File: src/rtl/dsp_pipe_chain.sv
// Runtime-selectable register pipeline with flush, occupancy count and tap-change hold-off.
// Optional macro PIPE_PARITY_EN adds per-stage even parity and a registered parity_err output.
module dsp_pipe_chain #(
  parameter int WIDTH     = 18,
  parameter int MAX_DEPTH = 4,
  parameter int TAPW      = $clog2(MAX_DEPTH + 1)
) (
  input  logic             clk,
  input  logic             rst,
  input  logic             ce,
  input  logic             flush,
  input  logic [TAPW-1:0]  tap,
  input  logic [WIDTH-1:0] din,
  input  logic             din_valid,
  output logic [WIDTH-1:0] dout,
  output logic             dout_valid,
  output logic [TAPW-1:0]  occupancy,
  output logic             busy
`ifdef PIPE_PARITY_EN
  ,
  output logic             parity_err
`endif
);

  // Handshake: a word is consumed downstream on a clk edge with ce=1 while
  // dout_valid=1; there is no ready, the pipe never back-pressures.

  logic [WIDTH-1:0] r_data [1:MAX_DEPTH];
  logic [MAX_DEPTH:1] r_valid;
  logic [TAPW-1:0]    r_tap_q;
  logic [TAPW-1:0]    r_hold;

  logic [TAPW-1:0]  w_tap_eff;
  logic             w_tap_change;
  logic [WIDTH-1:0] w_tap_data;
  logic             w_tap_valid;
  logic [TAPW-1:0]  w_occ;

  assign w_tap_eff    = (32'(tap) > MAX_DEPTH) ? TAPW'(MAX_DEPTH) : tap;
  assign w_tap_change = (w_tap_eff != r_tap_q);

`ifdef PIPE_PARITY_EN
  logic [MAX_DEPTH:1] r_par;
  logic               r_parity_err;
  logic               w_tap_par;
`endif

  always_ff @(posedge clk or posedge rst) begin
    if (rst) begin
      for (int k = 1; k <= MAX_DEPTH; k++) r_data[k] <= '0;
      r_valid <= '0;
`ifdef PIPE_PARITY_EN
      r_par <= '0;
`endif
    end else if (ce) begin
      if (flush) begin
        for (int k = 1; k <= MAX_DEPTH; k++) r_data[k] <= '0;
        r_valid <= '0;
`ifdef PIPE_PARITY_EN
        r_par <= '0;
`endif
      end else begin
        r_data[1]  <= din;
        r_valid[1] <= din_valid;
`ifdef PIPE_PARITY_EN
        r_par[1]   <= ^din;
`endif
        for (int k = 2; k <= MAX_DEPTH; k++) begin
          r_data[k]  <= r_data[k-1];
          r_valid[k] <= r_valid[k-1];
`ifdef PIPE_PARITY_EN
          r_par[k]   <= r_par[k-1];
`endif
        end
      end
    end
  end

  // tap_q follows the tap every edge; a change reloads the hold-off, which
  // then only counts down on ce edges so stalls extend it.
  always_ff @(posedge clk or posedge rst) begin
    if (rst) begin
      r_tap_q <= '0;
      r_hold  <= '0;
    end else begin
      r_tap_q <= w_tap_eff;
      if (w_tap_change) begin
        r_hold <= w_tap_eff;
      end else if (ce && (r_hold != '0)) begin
        r_hold <= r_hold - TAPW'(1);
      end
    end
  end

  always_comb begin
    w_tap_data  = din;
    w_tap_valid = din_valid;
    w_occ       = '0;
`ifdef PIPE_PARITY_EN
    w_tap_par   = 1'b0;
`endif
    for (int k = 1; k <= MAX_DEPTH; k++) begin
      if (w_tap_eff == TAPW'(k)) begin
        w_tap_data  = r_data[k];
        w_tap_valid = r_valid[k];
`ifdef PIPE_PARITY_EN
        w_tap_par   = r_par[k];
`endif
      end
      if ((TAPW'(k) <= w_tap_eff) && r_valid[k]) begin
        w_occ = w_occ + TAPW'(1);
      end
    end
  end

  // A change to tap 0 has nothing stale to hide, so it overrides any pending hold-off.
  assign busy       = w_tap_change ? (w_tap_eff != '0) : (r_hold != '0);
  assign dout       = w_tap_data;
  assign dout_valid = w_tap_valid & ~busy;
  assign occupancy  = w_occ;

`ifdef PIPE_PARITY_EN
  always_ff @(posedge clk or posedge rst) begin
    if (rst) begin
      r_parity_err <= 1'b0;
    end else begin
      r_parity_err <= (w_tap_eff != '0) && w_tap_valid && ((^w_tap_data) != w_tap_par);
    end
  end

  assign parity_err = r_parity_err;
`endif

endmodule

File: config.mk
export PLATFORM = sky130hd
export DESIGN_NAME = dsp_pipe_chain
export DESIGN_NICKNAME = d
export VERILOG_FILES = /design/src/rtl/dsp_pipe_chain.sv
export SDC_FILE = /design/constraint.sdc
export NUM_CORES = 1
export LEC_CHECK = 0
export ABC_CLOCK_PERIOD_IN_PS = 2900
export CORE_MARGIN = 2
export CORE_UTILIZATION = 40
export CTS_BUF_LIST = sky130_fd_sc_hd__clkbuf_2 sky130_fd_sc_hd__clkbuf_4 sky130_fd_sc_hd__clkbuf_8
export DETAILED_ROUTE_END_ITERATION = 8
export SETUP_SLACK_MARGIN = 0.5
export SYNTH_ARGS = -nofsm -noshare
export SYNTH_HDL_FRONTEND = slang
export SYNTH_SLANG_ARGS = --single-unit
File: constraint.sdc
create_clock -name clk -period 2.9 [get_ports clk]
set_input_delay 0.58 -clock clk [delete_from_list [all_inputs] [get_ports clk]]
set_output_delay 0.58 -clock clk [all_outputs]
set_load 0.02 [all_outputs]
# Word-level counts from Yosys, hierarchy flattened

Cells that the tools add are included.
W data, S select, Z words.

Equality and inequality tests: 5
$add $sub $neg: 4
Bitwise logic cells: 2
$lt $le $gt $ge: 5
Reduce and logical (&&, ||, !) cells: 8
Mux-type cells: 18

Operator list:

| kind                  | count |
|---|---|
| $mux W18              | 4 |
| $mux W72              | 1 |
| $mux W3               | 6 |
| $add A3 B1 Y3 const B | 3 |
| $eq A3 B2 Y1 const B  | 2 |
| $le A2 B3 Y1 const A  | 2 |
| $mux W1               | 6 |
| $reduce_bool A3 Y1    | 2 |
| $logic_and A1 B1 Y1   | 5 |
| $mux W4               | 1 |
| $eq A3 B1 Y1 const B  | 1 |
| $eq A3 B3 Y1 const B  | 1 |
| $gt A3 B3 Y1 const B  | 1 |
| $le A1 B3 Y1 const A  | 1 |
| $le A3 B3 Y1 const A  | 1 |
| $ne A3 B3 Y1          | 1 |
| $sub A3 B1 Y3 const B | 1 |
| $reduce_bool A2 Y1    | 1 |
| $and A1 B1 Y1         | 1 |
| $not A1 Y1            | 1 |

Logic and storage cells: 49
Input bits: 26
Output and inout bits: 23
Register bits: 82

# Depth between registers and ports, before layout

Word-level depth: 11
Depth in mapped cells: 10
Mapped depth without buffers: 8

# Worst setup path after synthesis

OpenSTA, ideal clock, no wires.

Kind: input to output
From: input tap[1]
To: output occupancy[2]
Slack: -0.088 ns
Path buffers: 2
Arrival time: 2.408 ns
Stages: 9
Required time: 2.320 ns
Path through: buf_2 > buf_2 > nor3_1 > nor2_1 > ha_1 > xnor2_1 > ha_1 > nand3_1 > xnor2_1

Longest elaborated chain between the ends: 11
Elaborated cells on any way between the ends: 17
Those cells by class: 3 x add/sub; 5 x order compare; 5 x mux; 4 x reduce/logical

Ends and longest elaborated chain:

| what                | line | RTL |
|---|---|---|
| start, declared     | 12   | `input logic [TAPW-1:0] tap,` |
| $gt A3 B3 Y1        | 39   | `assign w_tap_eff = (32'(tap) > MAX_DEPTH) ? TAPW'(MAX_DEPTH) : tap;` |
| $mux W3 (*)         | 39   |  |
| $le A1 B3 Y1        | 110  | `if ((TAPW'(k) <= w_tap_eff) && r_valid[k]) begin` |
| $logic_and A1 B1 Y1 | 110  |  |
| $mux W1             | 110  |  |
| $add A3 B1 Y3       | 111  | `w_occ = w_occ + TAPW'(1);` |
| $mux W3             | 110  |  |
| $add A3 B1 Y3       | 111  |  |
| $mux W3             | 110  |  |
| $add A3 B1 Y3       | 111  |  |
| $mux W3 (*)         | 110  |  |
| end, declared       | 17   | `output logic [TAPW-1:0] occupancy,` |

Every way passes the cells marked *; elsewhere a longest branch is shown, timed or not.

# Final worst setup path

From: input tap[1]
To: output occupancy[1]

The elaborated chain is that of the path after synthesis.

==> impl_metrics.ini <==
[detailed_routing]
vias_per_cell = 4.88
final_antenna_net_count = 0
drtIter0Drc = 161
wirelength_um = 9740
wl_per_cell_um = 14.9
dr.pass1.iters = 4
drcViolationCount = 0
vias = 3189

[sta]
rsz0062_at_grt = yes
finalHoldViolCount = 0
clock_skew_ps = 10.2
drv_slew = 0
fmax_mhz = 380
holdWs_ps = 499
finalCriticalPeriod_ps = 2630
min_period_over_period_pct = 90.8
setup_viol = 0
slew_headroom_pct = 56.0
worst_slew_pin_slew_ps = 658

[clock_network]
cts.sinks = 82
cts-buffers-inserted = 9
cts_tree = yes
clkLatencyLatePin_ps = 350
cts_htree_levels = 3
cts.reportedPaths.clkPinSlew_ps = 80
hold_buffers = 0
cts_buffer_depth = 2
clockRootBuffer = clkbuf_8

[run]
drv_cap = 0

[global_routing]
grt_pass1_vias = 3165
grt_use_total_pct = 18.5
grt_first_pass_wirelength_um = 16200
overflow = 0
antenna_found_initial = 0
grt_max_degree = 57

[pwr]
internal_power_mw = 1.86
ir_drop_mv = 0.309
comb_power_share_pct = 19.2
leakage_nw = 2.37
switching_share_pct = 27.5
power_frac_seq_pct = 49.1
p_total_mw = 2.57
clkPwrFrac_pct = 31.7
powerDensity_mw_per_mm2 = 473
switchingPower_mw = 0.705

[placement]
io_buffers = 48
gp_congestion = 0.769
dp_hpwl_um = 6240

[setup_path]
critical_path_required_ps = 2320
critPathArrivalTime_ps = 2050
start_kind = input pin
crit_type = in2out
crit_fanout = 3
worstSetupStartpoint = tap[1]
critPathCaptureType = output port
r2r-start = r_tap_q[1]

[synthesis]
synth-main-ff-cell = dfrtp_1
synthArstFlopShare_pct = 100
yosys.area.top_type_share_pct = 49.8
yosysSeqAreaShare_pct = 49.8
ys_warn_count = 0
synthesis.area_mm2 = 0.00412
avgSynthCellArea_um2 = 9.22
synth_edf_count = 0
syn-num-nets = 478
syn_inst = 447
synth_area_leaders = dfrtp_1, mux4_2, nand2_1
synth.distinct_cells = 31
netlist.top_cell.by_area = dfrtp_1
synth_seq_cells = 82

[die]
ioPinCount = 49
die_h_um = 106
initial_core_util_pct = 40.5
die_x_um = 106
core_area_mm2 = 0.0102
rows = 37
dieArea_mm2 = 0.0111

[cells_and_area]
antenna_cells = 0
multiInputGateArea_mm2 = 0.00178
nets = 545
seqCellArea_mm2 = 0.00205
drive_above_1_share_pct = 26.8
utilization_pct = 53.3
areaGrowthSynthToFinish_pct = 31.6
fill_cells = 943

[outcome]
outcome = complete, no violations

[worst_hold_path]
min_from = din[17]
hp-class = in2reg
[cell usage after synthesis, types with 2 or more instances]
master      n
xor2_1      2
nor2_1      4
o21ai_0    65
a21oi_1     2
nand3_1     3
ha_1        5
buf_2      12
inv_1      83
o22ai_1    21
buf_1       2
clkbuf_1   14
nor2b_1     3
nand2b_1    2
mux4_2     19
o21ai_1    10
dfrtp_1    82
nand2_1   100
xnor2_1     5
[path summary, 6_finish.rpt]
path / to / slack, ps / depth (start not counted)
hold / removal: r_data[71] / 500 / 3
setup / recovery: occupancy[1] / 270 / 11
setup reg to reg: r_hold[1] / 1420 / 5
min in group asynchronous: r_data[49] / 670 / 2
max in group asynchronous: r_data[11] / 1560 / 3
hold reg to reg: r_data[48] / 510 / 2
[cell type report]
class,instances,area share (%)
flip-flops and latches,82,37.8
multi-input cells,251,32.9
repair buffers,86,16.7
inverters,84,5.88
well taps,136,3.14
clock buffers,10,2.54
clock inverters,5,1.01
[what timing repair did]
item | in CTS | in global routing
gates resized for setup | 147 | 58
buffers inserted | 6 | 7
pin swaps | 7 | 18
gates cloned | 3 | 0
setup endpoints to repair | 23 | 19
[power groups by stage]
stage                     clock network, mW  registers, mW  logic (mW)
final                                 0.815           1.26       0.492
after detailed placement                  0           1.28       0.434
after global placement                    0           1.28       0.425
after global routing                  0.892           1.27       0.541
after CTS                             0.845           1.26       0.454
after floorplan                           0           1.26       0.278
[cells in the final DEF, fill, tap and decap left out, drive strengths merged, types with 10 or more instances in the layout]
master / netlist / layout
inv: 84 / 83
dfrtp: 82 / 82
o21ai: 75 / 75
o22ai: 21 / 21
mux4: 19 / 19
nand2: 100 / 100
clkbuf: 14 / 10
buf: 16 / 64
clkdlybuf4s50: 0 / 15
[cell families after synthesis]
family / Yosys count / share of synthesized area [%]
DFF: 82 / 49.8
buffers and inverters: 114 / 11.0
AOI/OAI and AO/OA: 104 / 14.3
adders and majority gates: 5 / 1.52
xor gates and xnor gates: 7 / 1.49
and+or+nand+nor: 114 / 11.0
muxes: 21 / 10.9
[per-layer routing]
| layer | wire length [um] | GRT usage, % |
|---|---|---|
| met1 | 4620 | 26.6 |
| met2 | 4710 | 29.0 |
| met3 | 353 | 3.83 |
| met4 | 61 | 4.42 |
| met5 | 0 | 0 |
[metrics by stage]
step / setup WS [ps] / setup TNS, ps / area (um^2) / instances
floorplan: 196 / 0 / 4190 / 447
global placement: -620 / -9390 / 4860 / 623
detailed placement: -668 / -9780 / 4860 / 623
CTS: 264 / 0 / 5190 / 647
global route: 211 / 0 / 5420 / 654
finish: 268 / 0 / 5420 / 654
[state kept, by name, indices dropped and copies added (netlist names)]
signal and cells:
r_data 72, r_hold 3, r_tap_q 3, r_valid 4
[worst max-delay path, cell delays in order]
cell	delay, ps
buf_8	110
nor3_4	220
nor2_4	80
inv_2	60
ha_2	170
mux2i_2	80
buf_4	130
buf_4	120
buf_4	120
mux2_4	250
buf_6	130
Note: power is estimated with default switching activity, not from simulation.
